--- src/rtl/mmio_timer.sv ---
// mmio_timer: memory-mapped countdown timer on the CPU data-memory port.
// A 16-byte window at BASE exposes CTRL (idx 0), PRESET (idx 1), COUNT (idx 2)
// and a reserved slot (idx 3). Loads are answered combinationally; word stores
// land on the rising edge. The counter runs one-shot or auto-reload and raises
// FLAG on expiry; IRQ is FLAG gated by the interrupt mask.
module mmio_timer #(
  parameter logic [31:0] BASE = 32'h0000_7F00
) (
  input  logic        Clk,
  input  logic        Reset,
  input  logic [31:0] Ad,
  input  logic [31:0] WrData,
  input  logic [2:0]  MemWr,
  output logic [31:0] DM,
  output logic        IRQ
);

  typedef enum logic [1:0] {
    ST_IDLE = 2'b00,
    ST_LOAD = 2'b01,
    ST_CNT  = 2'b10,
    ST_INT  = 2'b11
  } state_t;

  localparam logic [1:0] IDX_CTRL   = 2'd0;
  localparam logic [1:0] IDX_PRESET = 2'd1;
  localparam logic [1:0] IDX_COUNT  = 2'd2;
  localparam logic [1:0] MODE_AUTO  = 2'b01;

  state_t      r_state;
  logic [3:0]  r_ctrl;
  logic [31:0] r_preset;
  logic [31:0] r_count;
  logic        r_flag;

  logic        w_hit;
  logic [1:0]  w_idx;
  logic        w_store;
  logic        w_wr_ctrl;
  logic        w_wr_preset;
  logic [3:0]  w_ctrl_eff;
  logic        w_en_eff;
  logic        w_reload_eff;
  logic [31:0] w_rdata;
  logic        w_unused;

  // Byte-lane bits of the address play no part in register selection.
  assign w_unused = ^Ad[1:0];

  assign w_hit       = (Ad[31:4] == BASE[31:4]);
  assign w_idx       = Ad[3:2];
  assign w_store     = w_hit && (MemWr == 3'b001);
  assign w_wr_ctrl   = w_store && (w_idx == IDX_CTRL);
  assign w_wr_preset = w_store && (w_idx == IDX_PRESET);

  // A CTRL store on this edge overrides the current CTRL for FSM decisions.
  assign w_ctrl_eff   = w_wr_ctrl ? WrData[3:0] : r_ctrl;
  assign w_en_eff     = w_ctrl_eff[0];
  assign w_reload_eff = (w_ctrl_eff[2:1] == MODE_AUTO);

  // Read mux: zero outside the window and for the reserved slot.
  always_comb begin
    w_rdata = 32'd0;
    if (w_hit) begin
      case (w_idx)
        IDX_CTRL:   w_rdata = {28'd0, r_ctrl};
        IDX_PRESET: w_rdata = r_preset;
        IDX_COUNT:  w_rdata = r_count;
        default:    w_rdata = 32'd0;
      endcase
    end else begin
      w_rdata = 32'd0;
    end
  end

  assign DM  = w_rdata;
  assign IRQ = r_flag & r_ctrl[3];

  // Register file and countdown FSM; software stores take priority over the FSM.
  always_ff @(posedge Clk or negedge Reset) begin
    if (!Reset) begin
      r_state  <= ST_IDLE;
      r_ctrl   <= 4'd0;
      r_preset <= 32'd0;
      r_count  <= 32'd0;
      r_flag   <= 1'b0;
    end else begin
      if (w_wr_ctrl) begin
        r_ctrl <= WrData[3:0];
      end
      if (w_wr_preset) begin
        r_preset <= WrData;
      end

      if (w_wr_preset) begin
        // Restart: the pending state action is dropped and the count reloads.
        r_state <= ST_LOAD;
      end else begin
        case (r_state)
          ST_IDLE: begin
            if (w_en_eff) begin
              r_state <= ST_LOAD;
            end else begin
              r_state <= ST_IDLE;
            end
          end
          ST_LOAD: begin
            r_count <= r_preset;
            r_state <= ST_CNT;
          end
          ST_CNT: begin
            if (!w_en_eff) begin
              r_state <= ST_CNT;
            end else if (r_count > 32'd1) begin
              r_count <= r_count - 32'd1;
            end else begin
              // Covers PRESET=0 too: expiry never wraps below zero.
              r_count <= 32'd0;
              r_flag  <= 1'b1;
              r_state <= ST_INT;
            end
          end
          ST_INT: begin
            if (w_reload_eff && w_en_eff) begin
              r_state <= ST_LOAD;
            end else begin
              if (!w_wr_ctrl) begin
                r_ctrl[0] <= 1'b0;
              end
              r_state <= ST_IDLE;
            end
          end
          default: begin
            r_state <= ST_IDLE;
          end
        endcase
      end

      // Software clear beats a same-edge expiry.
      if (w_wr_ctrl || w_wr_preset) begin
        r_flag <= 1'b0;
      end
    end
  end

endmodule
--- config.mk ---
export PLATFORM = sky130hd
export DESIGN_NAME = mmio_timer
export DESIGN_NICKNAME = d
export VERILOG_FILES = /design/src/rtl/mmio_timer.sv
export SDC_FILE = /design/constraint.sdc
export NUM_CORES = 1
export LEC_CHECK = 0
export BUFFER_PORTS_ARGS = -buffer_cell sky130_fd_sc_hd__buf_4
export CAP_MARGIN = 25
export CORE_ASPECT_RATIO = 1.25
export CORE_MARGIN = 5
export CORE_UTILIZATION = 55
export DETAILED_ROUTE_END_ITERATION = 8
export PLACE_DENSITY = 0.79
export SETUP_SLACK_MARGIN = 0.1
export SLEW_MARGIN = 20
export SYNTH_ARGS = -nofsm -noshare
export SYNTH_HDL_FRONTEND = slang
export SYNTH_SLANG_ARGS = --single-unit
--- constraint.sdc ---
create_clock -name Clk -period 3.3 [get_ports Clk]
set_clock_uncertainty 0.1 [all_clocks]
set_input_delay 0.33 -clock Clk [delete_from_list [all_inputs] [get_ports Clk]]
set_output_delay 0.33 -clock Clk [all_outputs]
set_load 0.03 [all_outputs]
## After elaboration in Yosys (flattened, before gate mapping)

Cells that the tools add are included.

| operators by class | value |
|---|---|
| magnitude comparators | 1 |
| equality and inequality tests | 12 |
| $mul | 0 |
| div/mod/pow operators | 0 |
| reductions and logical operators | 12 |
| $add $sub $neg | 1 |
| shifts and indexed selects | 0 |
| bitwise operators | 2 |
| multiplexer cells | 21 |

Operator list:

| kind | number |
|---|---|
| two-way mux 32 bit | 3 |
| one-hot mux 32 bit (3 select lines) | 1 |
| one-hot mux 32 bit (2 select lines) | 1 |
| greater-than comparator 32 x 1 -> 1 bit, second input constant | 1 |
| subtractor 32 x 1 -> 32 bit, second input constant | 1 |
| == test 28 x 11 -> 1 bit, second input constant | 1 |
| two-way mux 1 bit | 11 |
| one-hot mux 2 bit (4 select lines) | 1 |
| == test 2 x 1 -> 1 bit, second input constant | 3 |
| == test 2 bit, second input constant | 3 |
| two-way mux 2 bit | 3 |
| nonzero test 2 bit | 3 |
| logical AND 1 bit | 4 |
| zero test 2 bit | 2 |
| != test 2 x 1 -> 1 bit, second input constant | 2 |
| != test 4 bit, second input constant | 1 |
| AND reduction 4 bit | 1 |
| == test 3 x 1 -> 1 bit, second input constant | 1 |
| two-way mux 3 bit | 1 |
| AND reduction 3 bit | 1 |
| != test 2 bit, second input constant | 1 |
| AND 1 bit | 1 |
| logical OR 1 bit | 1 |
| NOT 1 bit | 1 |

| storage, ports and cells | value |
|---|---|
| RAM bits | 0 |
| logic and storage cells | 55 |
| input bits | 69 |
| output and inout bits | 33 |
| memories kept | 0 |
| flip-flop bits (word level) | 71 |
| memory bits (read-only) | 0 |
| bits in latches | 0 |

## Depth between registers and ports, before layout

Gate-level depths: netlist (run 1).

| logic depth | value |
|---|---|
| depth after elaboration | 9 |
| mapped depth | 10 |
| gate-level depth less buffers | 8 |

## Worst setup path before layout (run 1)

No wires, ideal clock.

| timing path | value |
|---|---|
| kind | input to output |
| start | input port Ad[2] |
| end | output port DM[11] |
| path buffers | 3 |
| stages on the path | 6 |
| arrival | 1.967 ns |
| setup slack | 0.903 ns |
| required time | 2.870 ns |
| cells stage by stage | clkbuf_1 > nor2b_1 > clkbuf_1 > clkbuf_1 > a22oi_1 > nor2_1 |

| between the ends | value |
|---|---|
| longest elaborated chain between the ends | 3 |
| elaborated cells between the ends (all ways) | 5 |
| those cells by class | eq/ne: 2; mux: 2; reduce/logical: 1 |

RTL lines:

| what | line | text |
|---|---|---|
| from (decl) | 11 | `input logic [31:0] Ad,` |
| == test 2 bit (tied with other cells) | 65 | `case (w_idx)` |
| one-hot mux 32 bit (3 select lines) * | 65 |  |
| two-way mux 32 bit * | 64 | `if (w_hit) begin` |
| to (decl) | 14 | `output logic [31:0] DM,` |

Every way passes the cells marked *; elsewhere a longest branch is shown, timed or not.

## Worst setup path in the final report (run 1)

| timing path | value |
|---|---|
| start | register r_count[14] |
| end | register r_count[17] |

| between the ends | value |
|---|---|
| longest elaborated chain between the ends | 4 |
| elaborated cells between the ends (all ways) | 5 |
| those cells by class | add/sub: 1; order compare: 1; mux: 3 |

RTL lines:

| what | line | text |
|---|---|---|
| from (decl) | 33 | `logic [31:0] r_count;` |
| from (signal assigned) | 108 | `r_count <= r_preset;` |
| from (signal assigned) | 115 | `r_count <= r_count - 32'd1;` |
| subtractor 32 x 1 -> 32 bit / greater-than comparator 32 x 1 -> 1 bit (equally long branches) | 115, 114 |  |
| two-way mux 32 bit * | 114 | `end else if (r_count > 32'd1) begin` |
| two-way mux 32 bit * | 112 | `if (!w_en_eff) begin` |
| one-hot mux 32 bit (2 select lines) * | 99 | `case (r_state)` |

Every way passes the cells marked *; elsewhere a longest branch is shown, timed or not. The select of a mux whose other input is x is not followed.
A chain may end at the register's enable or synchronous reset.

==> flow_metrics.env, run 1 <==
export IMPL_report_final_slew_viol_count=0
export IMPL_worst_slew_margin=0.502
export IMPL_final_critical_path_setup_slack_ns=0.504
export IMPL_grt_max_degree=72
export IMPL_ir_worst_vdd_mv=0.310
export IMPL_clock_sinks=71
export IMPL_dp_cells=650
export IMPL_ys_seq_elements=71
export IMPL_dp_hpwl_um=9130
export IMPL_drt_iter0_markers=512
export IMPL_cts_buffers_inserted=9
export IMPL_drc_violations=0
export IMPL_ctsHtreeMaxLevel=3
export IMPL_nNetsFinal=642
export IMPL_crit_chain="nor4_4 -> nand4_1 -> nor4b_2 -> nand2b_1 -> o32ai_1 -> a22o_1"
export IMPL_fmax_mhz=358
export IMPL_route_antenna_remaining_nets=0
export IMPL_floorplan_die_height_um=111
export IMPL_cp_data_arrival_time_ns=2.94
export IMPL_critical_path_max_fanout=6
export IMPL_max_cap_violations=0
export IMPL_layout_drive_gt1_share=0.318
export IMPL_finalWorstPathRequiredPeriod_ns=2.80
export IMPL_io_pins=102
export IMPL_die_w_um=90.6
export IMPL_path_clk_slew_ns=0.08
export IMPL_dieArea_um2=10000
export IMPL_hold_path_class="primary input to flop"
export IMPL_core_region_area_um2=7880
export IMPL_grt_overflow_total=0
export IMPL_clk_root_buffer_cell="sky130_fd_sc_hd__clkbuf_8"
export IMPL_cp_required_ns=3.45
export IMPL_routabilityCongestion=0.916
export IMPL_synth_edf_count=0
export IMPL_setup_tns_final_ns=0
export IMPL_grt_first_pass_wirelength_um=21800
export IMPL_cts_post_setup_buffers_inserted=0
export IMPL_timing_worst_slew_pin_value_ns=0.745
export IMPL_layout_commonest_cell="sky130_fd_sc_hd__buf_4"
export IMPL_cts_hold_repair_buffers=0
export IMPL_n_antenna_cell=0
export IMPL_cts_repair_resized=0
export IMPL_grtUsageTotal=0.258
export IMPL_synth_net_count=545
export IMPL_outcome="completed"
export IMPL_final_cell_mix="116 x sky130_fd_sc_hd__buf_4, 71 x sky130_fd_sc_hd__dfrtp_1, 57 x sky130_fd_sc_hd__nor2_1"
export IMPL_fin_total_pwr_w=0.00175
export IMPL_synth_avg_cell_area_um2=9.47
export IMPL_critical_path_endpoint_type="flop"
export IMPL_power_density_nw_per_um2=313
export IMPL_avgRoutedWirePerCell_um=19.7
export IMPL_ys_flop_type="sky130_fd_sc_hd__dfrtp_1"
export IMPL_tritoncts_clock_tree="yes"
export IMPL_critical_path_max_stage_delay_ns=0.64
export IMPL_drt_pass1_iterations=5
export IMPL_areaGrowthSynthToFinish_pct=25.3
export IMPL_yosys_warnings=0
export IMPL_unrepaired_setup_endpoints_after_global_routing="false"
export IMPL_total_vias_in_the_final_route=4372
export IMPL_clock_network_latency_to_the_later_pin_of_the_worst_skew_pair_ns=0.35
export IMPL_rows=36
export IMPL_synth_seq_area_share=0.398
export IMPL_worst_setup_path_start_kind="flop"
export IMPL_post_place_ws_ns=0.531
export IMPL_first_global_vias=4492
export IMPL_p_leak_nw=2.42
export IMPL_number_of_antenna_violations_at_the_first_check_in_global_routing=0
export IMPL_synthesis_instances=471
export IMPL_drt_total_wl_um=13100
export IMPL_critical_path_type="flop to flop"
export IMPL_port_buffers=99
export IMPL_hold_viol=0
export IMPL_path_buf_inv=0
export IMPL_final_setup_viol_count=0
export IMPL_critical_path_slowest_cell="sky130_fd_sc_hd__nor4b_2"
export IMPL_min_period_over_period=0.847
export IMPL_post_synth_num_cell_types=53
export IMPL_initial_core_utilization=0.566
export IMPL_clk_path_buf_depth=2
export IMPL_path_delay_family="simple AND/OR/NAND/NOR gates"
export IMPL_final_cell_count_no_fill=667
export IMPL_post_drt_via_cell_ratio=6.55
export IMPL_async_flop_share=1.00
export IMPL_post_synth_instance_area_um2=4460
==> layer usage <==
layer,vias up,share of wire,GRT usage
li1,1991,-,-
met1,2148,0.40,0.331
met2,213,0.51,0.439
met3,20,0.074,0.0516
met4,0,0.015,0.0705
met5,-,0,0
==> tightest hold or removal path, cell delays in order <==
cell and delay, ns:
sky130_fd_sc_hd__buf_4 0.08, sky130_fd_sc_hd__nand2_1 0.04, sky130_fd_sc_hd__nand2_1 0.05
==> power by group <==
part / switching, W / leakage, nW / internal [W]
clock: 0.000341 / 0.105 / 0.000420
combinational: 0.0000559 / 1.37 / 0.0000659
sequential: 0.000000000709 / 0.945 / 0.000869
total: 0.000397 / 2.42 / 0.00136
==> metrics by stage <==
| step | instance area (µm²) | hold slack, ns | utilization |
|---|---|---|---|
| finish | 5590 | 0.0919 | 0.709 |
| global route | 5590 | 0.0977 | 0.709 |
| CTS | 5550 | 0.0391 | 0.704 |
| floorplan | 4460 | -0.0656 | - |
| global placement | 5340 | 0.372 | 0.678 |
| detailed placement | 5340 | 0.384 | 0.678 |
==> flip-flops by register name (all words and copies together), names as in the netlist <==
signal	cells
r_ctrl	4
r_state	2
r_preset	32
r_count	32
r_flag	1
==> synthesized netlist by cell type (all sizes together), types with 2 or more instances <==
| master | count | area, µm² |
|---|---|---|
| dfrtp | 71 | 1780 |
| nor2 | 58 | 218 |
| a22oi | 37 | 278 |
| mux2 | 33 | 372 |
| nand2 | 26 | 97.6 |
| clkbuf | 25 | 93.8 |
| nor3 | 18 | 105 |
| a211o | 17 | 149 |
| inv | 16 | 60.1 |
| o2bb2ai | 13 | 114 |
| a211oi | 11 | 87.6 |
| nor4 | 11 | 90.1 |
| a21oi | 9 | 45.0 |
| a32oi | 9 | 78.8 |
| mux2i | 9 | 90.1 |
| buf | 8 | 42.5 |
| nand3 | 8 | 40.0 |
| o22ai | 7 | 43.8 |
| o31ai | 7 | 52.6 |
| or3 | 7 | 43.8 |
| a22o | 6 | 52.6 |
| nand2b | 6 | 37.5 |
| nor4b | 6 | 65.1 |
| o21ai | 6 | 30.0 |
| ha | 5 | 62.6 |
| nand4 | 5 | 43.8 |
| nor2b | 4 | 25.0 |
| and3 | 3 | 18.8 |
| and4 | 3 | 26.3 |
| nand4b | 3 | 26.3 |
| or2 | 3 | 18.8 |
| a31o | 2 | 17.5 |
| a31oi | 2 | 12.5 |
| nor3b | 2 | 15.0 |
| o32a | 2 | 20.0 |
| o32ai | 2 | 17.5 |
| or4b | 2 | 20.0 |
| or4bb | 2 | 22.5 |
==> final timing paths <==
kind | start | end | slack (ns) | depth (start not counted)
min | WrData[3] | r_ctrl[3] | 0.09 | 3
max in group asynchronous | Reset | r_preset[12] | 2.26 | 3
min in group asynchronous | Reset | r_count[2] | 0.29 | 2
min reg2reg | r_ctrl[3] | r_ctrl[3] | 0.41 | 2
max | r_count[14] | r_count[17] | 0.50 | 6
max reg2reg | r_count[14] | r_count[17] | 0.50 | 6
==> kinds of logic after synthesis <==
kind of cell	Yosys count	share of synthesized area
buffers and inverters	50	0.0449
and+or+nand+nor	169	0.208
DFF	71	0.398
adders and majority gates	5	0.0140
AOI/OAI and AO/OA	134	0.231
muxes	42	0.103
==> layout make-up <==
cell class                 count  area [µm²]
multi-input combinational    350        2490
fill                         621        2290
sequential                    71        1780
timing repair buffer         119         928
clock buffer                   9         124
tap                           95         119
clock inverter                 6        86.3
inverter                      17        63.8
Power figures use the tool's default switching activity.
==> run 2, diff against run 1 <==
--- a/config.mk
+++ b/config.mk
@@ -9,9 +9,9 @@
 export CAP_MARGIN = 25
 export CORE_ASPECT_RATIO = 1.25
 export CORE_MARGIN = 5
-export CORE_UTILIZATION = 55
+export CORE_UTILIZATION = 49
 export DETAILED_ROUTE_END_ITERATION = 8
-export PLACE_DENSITY = 0.79
+export PLACE_DENSITY = 0.74
 export SETUP_SLACK_MARGIN = 0.1
 export SLEW_MARGIN = 20
 export SYNTH_ARGS = -nofsm -noshare
==> constraint.sdc (replaced) <==
create_clock -name Clk -period 2.33 [get_ports Clk]
set_clock_uncertainty 0.1 [all_clocks]
set_input_delay 0.233 -clock Clk [delete_from_list [all_inputs] [get_ports Clk]]
set_output_delay 0.233 -clock Clk [all_outputs]
set_load 0.03 [all_outputs]
==> run 2 against run 1 <==
  * The flow now finishes with violations (setup timing)
  * Clock power is 98% higher
  * Cell area up 15%
  * Critical path depth grew 1
  * Hold slack worse by 0.082 ns
  * Non-clock buffer count is 62 higher
  * Global-route usage is 1.3 points higher
  * Worst setup slack worse by 0.57 ns
  * Critical endpoint unchanged
  * Highest routed layer unchanged
==> flow_metrics.env, run 2 (synthesis gave the netlist of run 1 again) <==
export IMPL_layout_commonest_cell="sky130_fd_sc_hd__buf_4"
export IMPL_n_antenna_cell=0
export IMPL_core_region_area_um2=9030
export IMPL_grt_first_pass_wirelength_um=23500
export IMPL_utilization=0.714
export IMPL_clock_sinks=71
export IMPL_number_of_antenna_violations_at_the_first_check_in_global_routing=0
export IMPL_critical_path_max_fanout=23
export IMPL_port_buffers=99
export IMPL_dieArea_um2=11100
export IMPL_floorplan_die_height_um=117
export IMPL_hold_path_class="primary input to flop"
export IMPL_report_final_slew_viol_count=0
export IMPL_final_setup_viol_count=8
export IMPL_power_density_nw_per_um2=451
export IMPL_avgRoutedWirePerCell_um=19.4
export IMPL_final_cell_mix="167 x sky130_fd_sc_hd__buf_4, 71 x sky130_fd_sc_hd__dfrtp_1, 50 x sky130_fd_sc_hd__nor2_1"
export IMPL_cts_buffers_inserted=9
export IMPL_die_w_um=95.4
export IMPL_worst_setup_path_start_kind="flop"
export IMPL_fmax_mhz=418
export IMPL_unrepaired_setup_endpoints_after_global_routing="true"
export IMPL_grtUsageTotal=0.271
export IMPL_hold_viol=0
export IMPL_areaGrowthSynthToFinish_pct=44.5
export IMPL_grt_max_degree=72
export IMPL_nNetsFinal=704
export IMPL_timing_hold_ws_ns=0.00977
export IMPL_setup_tns_final_ns=-0.210
export IMPL_largest_registers="r_count (32), r_preset (32), r_ctrl (4)"
export IMPL_clk_path_buf_depth=2
export IMPL_drc_violations=0
export IMPL_outcome="finished with violations"
export IMPL_ctsHtreeMaxLevel=3
export IMPL_route_antenna_remaining_nets=0
export IMPL_placed_area_um2=5820
export IMPL_io_pins=102
export IMPL_dp_hpwl_um=10000
export IMPL_total_vias_in_the_final_route=4687
export IMPL_cp_required_ns=2.45
export IMPL_min_period_over_period=1.03
export IMPL_rows=39
export IMPL_finish_instance_area_um2=6450
export IMPL_cp_data_arrival_time_ns=2.51
export IMPL_ir_worst_vdd_mv=0.341
export IMPL_final_critical_path_setup_slack_ns=-0.0622
export IMPL_worst_slew_margin=0.379
export IMPL_clock_network_latency_to_the_later_pin_of_the_worst_skew_pair_ns=0.34
export IMPL_finalWorstPathRequiredPeriod_ns=2.39
export IMPL_post_drt_via_cell_ratio=6.18
export IMPL_routabilityCongestion=0.896
export IMPL_max_cap_violations=0
export IMPL_drt_total_wl_um=14700
export IMPL_timing_worst_slew_pin_value_ns=0.931
export IMPL_critical_path_endpoint_type="flop"
export IMPL_first_global_vias=4864
export IMPL_layout_drive_gt1_share=0.428
export IMPL_clk_root_buffer_cell="sky130_fd_sc_hd__clkbuf_16"
export IMPL_grt_overflow_total=0
export IMPL_p_leak_nw=2.83
export IMPL_drt_pass1_iterations=5
export IMPL_path_clk_slew_ns=0.06
export IMPL_critical_path_type="flop to flop"
export IMPL_violations="setup timing"
export IMPL_dp_cells=732
export IMPL_final_cell_count_no_fill=758
export IMPL_tritoncts_clock_tree="yes"
export IMPL_initial_core_utilization=0.494
export IMPL_drt_iter0_markers=523
export IMPL_fillerInstances=689
run 2: cell count changes in the layout (fill, tap and decap cells not counted), sizes merged:
cell	before	now
buf	118	180
clkinvlp	1	0
clkinv	4	2
clkbuf	9	13
run 2: per-layer routing:
| metal | share of wire | up-vias | GRT usage | wire length, µm |
|---|---|---|---|---|
| met3 | 0.076 | 34 | 0.0599 | 1120 |
| li1 | - | 2126 | - | - |
| met1 | 0.37 | 2285 | 0.314 | 5390 |
| met2 | 0.53 | 242 | 0.474 | 7780 |
| met4 | 0.029 | 0 | 0.120 | 421 |
| met5 | 0 | - | 0 | 0 |
run 2: power breakdown:
group | total [W] | switching (W) | leakage [nW] | internal (W)
logic | 0.000163 | 0.0000757 | 1.73 | 0.0000868
clock network | 0.00151 | 0.000519 | 0.160 | 0.000995
registers | 0.00123 | 0.000000000696 | 0.945 | 0.00123
total | 0.00291 | 0.000595 | 2.83 | 0.00232
run 2: area by class of cell:
| cell class | instances | area [µm²] | share of cell area |
|---|---|---|---|
| multi-input combinational | 350 | 2700 | 0.419 |
| sequential | 71 | 1780 | 0.276 |
| timing repair buffer | 181 | 1430 | 0.221 |
| clock buffer | 13 | 260 | 0.0404 |
| tap | 123 | 154 | 0.0239 |
| clock inverter | 3 | 65.1 | 0.0101 |
| inverter | 17 | 63.8 | 0.00990 |
run 2: worst max-delay path, stage by stage (launching register included):
cell	delay (ns)
sky130_fd_sc_hd__dfrtp_1	0.38
sky130_fd_sc_hd__nor3_1	0.37
sky130_fd_sc_hd__nand4b_1	0.25
sky130_fd_sc_hd__nor4b_4	0.40
sky130_fd_sc_hd__nor2_2	0.13
sky130_fd_sc_hd__buf_12	0.18
sky130_fd_sc_hd__a211o_1	0.27
sky130_fd_sc_hd__a22o_1	0.19
run 2: stage by stage:
stage          power [W]  setup WS, ns
2_1_floorplan    0.00129        0.0654
3_3_place_gp     0.00141       -0.0819
3_5_place_dp     0.00142        -0.163
4_1_cts          0.00292        0.0546
5_1_grt          0.00300        -0.147
6_report         0.00291       -0.0622
run 2: repair_timing:
action,in CTS,in global routing
setup endpoints to repair,29,63
endpoints found under the hold margin,71,0
hold buffers,1,0
buffers inserted,7,2
gates resized for setup,20,34
gates cloned,0,0
pin swaps,7,9
run 2: path summary, 6_finish.rpt:
path,slack (ns),from,cells past startpoint,end
setup / recovery,-0.06,r_count[29],7,r_count[17]
hold / removal,0.01,WrData[2],3,r_ctrl[2]
setup reg to reg,-0.06,r_count[29],7,r_count[17]
hold reg to reg,0.39,r_ctrl[3],2,r_ctrl[3]
max in group asynchronous,1.04,Reset,2,r_preset[19]
min in group asynchronous,0.48,Reset,2,r_ctrl[3]
==> run 3, diff against run 2 <==
--- a/config.mk
+++ b/config.mk
@@ -9,9 +9,9 @@
 export CAP_MARGIN = 25
 export CORE_ASPECT_RATIO = 1.25
 export CORE_MARGIN = 5
-export CORE_UTILIZATION = 49
+export CORE_UTILIZATION = 55
 export DETAILED_ROUTE_END_ITERATION = 8
-export PLACE_DENSITY = 0.74
+export PLACE_DENSITY = 0.79
 export SETUP_SLACK_MARGIN = 0.1
 export SLEW_MARGIN = 20
 export SYNTH_ARGS = -nofsm -noshare
==> constraint.sdc (replaced) <==
create_clock -name Clk -period 2.5 [get_ports Clk]
set_clock_uncertainty 0.1 [all_clocks]
set_input_delay 0.25 -clock Clk [delete_from_list [all_inputs] [get_ports Clk]]
set_output_delay 0.25 -clock Clk [all_outputs]
set_load 0.03 [all_outputs]
==> run 3 against run 2 <==
  * The flow now finishes without violations
  * Die area decreased by 9.9%
  * Global-route usage increased by 0.68 points
  * Wire length decreased by 1.6%
  * Count of clock-buffer cells in the layout decreased by 3
  * Register-to-register slack improved by 0.17 ns
  * First-iteration DRC count decreased by 17%
  * Critical endpoint is now r_count[0]
==> flow_metrics.env, run 3 (synthesis gave the netlist of run 1 again) <==
export IMPL_worst_setup_path_start_kind="flop"
export IMPL_drc_violations=0
export IMPL_cp_data_arrival_time_ns=2.55
export IMPL_hp_start="WrData[27]"
export IMPL_n_antenna_cell=0
export IMPL_avgRoutedWirePerCell_um=19.9
export IMPL_p_leak_nw=2.75
export IMPL_route_antenna_remaining_nets=0
export IMPL_first_global_vias=4790
export IMPL_io_pins=102
export IMPL_nNetsFinal=699
export IMPL_clock_sinks=71
export IMPL_power_density_nw_per_um2=379
export IMPL_core_region_area_um2=7880
export IMPL_outcome="completed"
export IMPL_routabilityCongestion=0.912
export IMPL_setup_tns_final_ns=0
export IMPL_grt_max_degree=72
export IMPL_grt_first_pass_wirelength_um=23200
export IMPL_drt_total_wl_um=14500
export IMPL_port_buffers=99
export IMPL_dieArea_um2=10000
export IMPL_path_clk_slew_ns=0.08
export IMPL_hold_viol=0
export IMPL_grt_overflow_total=0
export IMPL_layout_drive_gt1_share=0.392
export IMPL_cp_required_ns=2.65
export IMPL_number_of_antenna_violations_at_the_first_check_in_global_routing=0
export IMPL_drt_pass1_iterations=5
export IMPL_hold_path_class="primary input to flop"
export IMPL_timing_hold_ws_ns=0.0120
export IMPL_timing_worst_slew_pin_value_ns=0.563
export IMPL_post_drt_via_cell_ratio=6.46
export IMPL_post_place_ws_ns=-0.105
export IMPL_worst_slew_margin=0.623
export IMPL_ctsHtreeMaxLevel=3
export IMPL_report_final_slew_viol_count=0
export IMPL_largest_registers="r_count (32), r_preset (32), r_ctrl (4)"
export IMPL_clk_root_buffer_cell="sky130_fd_sc_hd__clkbuf_8"
export IMPL_final_setup_viol_count=0
export IMPL_cts_buffers_inserted=9
export IMPL_clock_network_latency_to_the_later_pin_of_the_worst_skew_pair_ns=0.37
export IMPL_fillerInstances=518
export IMPL_worst_r2r_startpoint="r_count[15]"
export IMPL_number_of_instances_on_the_worst_hold_path=2
export IMPL_multi_input_area_um2=2600
export IMPL_max_cap_violations=0
export IMPL_min_period_over_period=0.958
export IMPL_grtUsageTotal=0.277
export IMPL_rows=36
export IMPL_areaGrowthSynthToFinish_pct=40.2
export IMPL_die_w_um=90.6
export IMPL_dp_hpwl_um=9830
export IMPL_holdPathEnd="r_preset[27]"
export IMPL_final_cell_mix="156 x sky130_fd_sc_hd__buf_4, 69 x sky130_fd_sc_hd__dfrtp_1, 56 x sky130_fd_sc_hd__nor2_1"
export IMPL_total_vias_in_the_final_route=4683
export IMPL_seq_area_um2=1780
export IMPL_critical_path_endpoint_type="flop"
export IMPL_initial_core_utilization=0.566
export IMPL_critical_path_max_fanout=9
export IMPL_final_critical_path_setup_slack_ns=0.105
export IMPL_layout_commonest_cell="sky130_fd_sc_hd__buf_4"
export IMPL_regToRegEndpoint="r_count[0]"
export IMPL_unrepaired_setup_endpoints_after_global_routing="true"
export IMPL_worst_r2r_cell_count=8
export IMPL_ir_worst_vdd_mv=0.322
export IMPL_fmax_mhz=418
export IMPL_floorplan_die_height_um=111
export IMPL_clk_path_buf_depth=2
export IMPL_drt_iter0_markers=432
export IMPL_reg2reg_setup_slack_ns=0.11
export IMPL_utilization=0.794
export IMPL_finalWorstPathRequiredPeriod_ns=2.39
export IMPL_critical_path_type="flop to flop"
export IMPL_tritoncts_clock_tree="yes"
[run 3: cell types whose count changed in the layout (fill, tap and decap cells not counted), moves of 4 or more]
| cell | previous run | this run |
|---|---|---|
| sky130_fd_sc_hd__buf_4 | 167 | 156 |
| sky130_fd_sc_hd__dlygate4sd3_1 | 1 | 12 |
| sky130_fd_sc_hd__buf_6 | 11 | 1 |
| sky130_fd_sc_hd__clkbuf_8 | 2 | 10 |
| sky130_fd_sc_hd__clkbuf_16 | 9 | 3 |
| sky130_fd_sc_hd__nor2_1 | 50 | 56 |
| sky130_fd_sc_hd__nor2_2 | 5 | 1 |
[run 3: worst max-delay path, cell delays in order (launching register included)]
cell and delay (ns):
sky130_fd_sc_hd__dfrtp_1 0.42, sky130_fd_sc_hd__nor4_4 0.32, sky130_fd_sc_hd__nand4_1 0.20, sky130_fd_sc_hd__nor4b_2 0.37, sky130_fd_sc_hd__buf_4 0.21, sky130_fd_sc_hd__nor2_4 0.08
sky130_fd_sc_hd__buf_12 0.15, sky130_fd_sc_hd__a22o_1 0.17, sky130_fd_sc_hd__mux2_2 0.25
[run 3: power breakdown]
| part | switching [W] | leakage (nW) | internal, W |
|---|---|---|---|
| Sequential | 0.000000000905 | 0.942 | 0.00115 |
| Combinational | 0.0000765 | 1.69 | 0.0000970 |
| Clock | 0.000465 | 0.116 | 0.000585 |
[run 3: timing repair]
item,4_1_cts,5_1_grt
hold buffers,12,0
resized for setup,6,20
gates cloned,0,3
pin swaps,0,6
endpoints found under the setup margin,18,32
buffers inserted,1,6
hold endpoints to repair,82,0
[run 3: worst max path at each step]
stage	to	from	cells past startpoint
floorplan	r_count[26]	r_count[0]	8
finish	r_count[0]	r_count[15]	8
global route	r_count[0]	r_count[10]	8
global placement	r_count[0]	Ad[7]	7
CTS	r_count[18]	r_count[0]	8
detailed placement	r_count[0]	Ad[7]	7
[run 3: cell type report]
class / count / share of cell area
inverters: 17 / 0.0108
clock inverters: 6 / 0.0134
flip-flops and latches: 71 / 0.284
repair buffers: 176 / 0.234
clock buffers: 10 / 0.0220
multi-input cells: 350 / 0.416
well taps: 95 / 0.0190
[run 3: stage by stage]
stage	instances	total power, W	instance area, µm²
after detailed placement	686	0.00132	5640
final	725	0.00237	6260
after global placement	686	0.00132	5640
after global routing	725	0.00246	6260
after floorplan	471	0.00120	4460
after CTS	715	0.00239	6030
[run 3: per-layer routing]
layer  global-route usage  vias to the layer above  routed length [µm]
li1                     -                     2114                   -
met1                0.343                     2285                5710
met2                0.475                      245                7350
met3               0.0543                       39                1040
met4                0.103                        0                 366
met5                    0                        -                   0
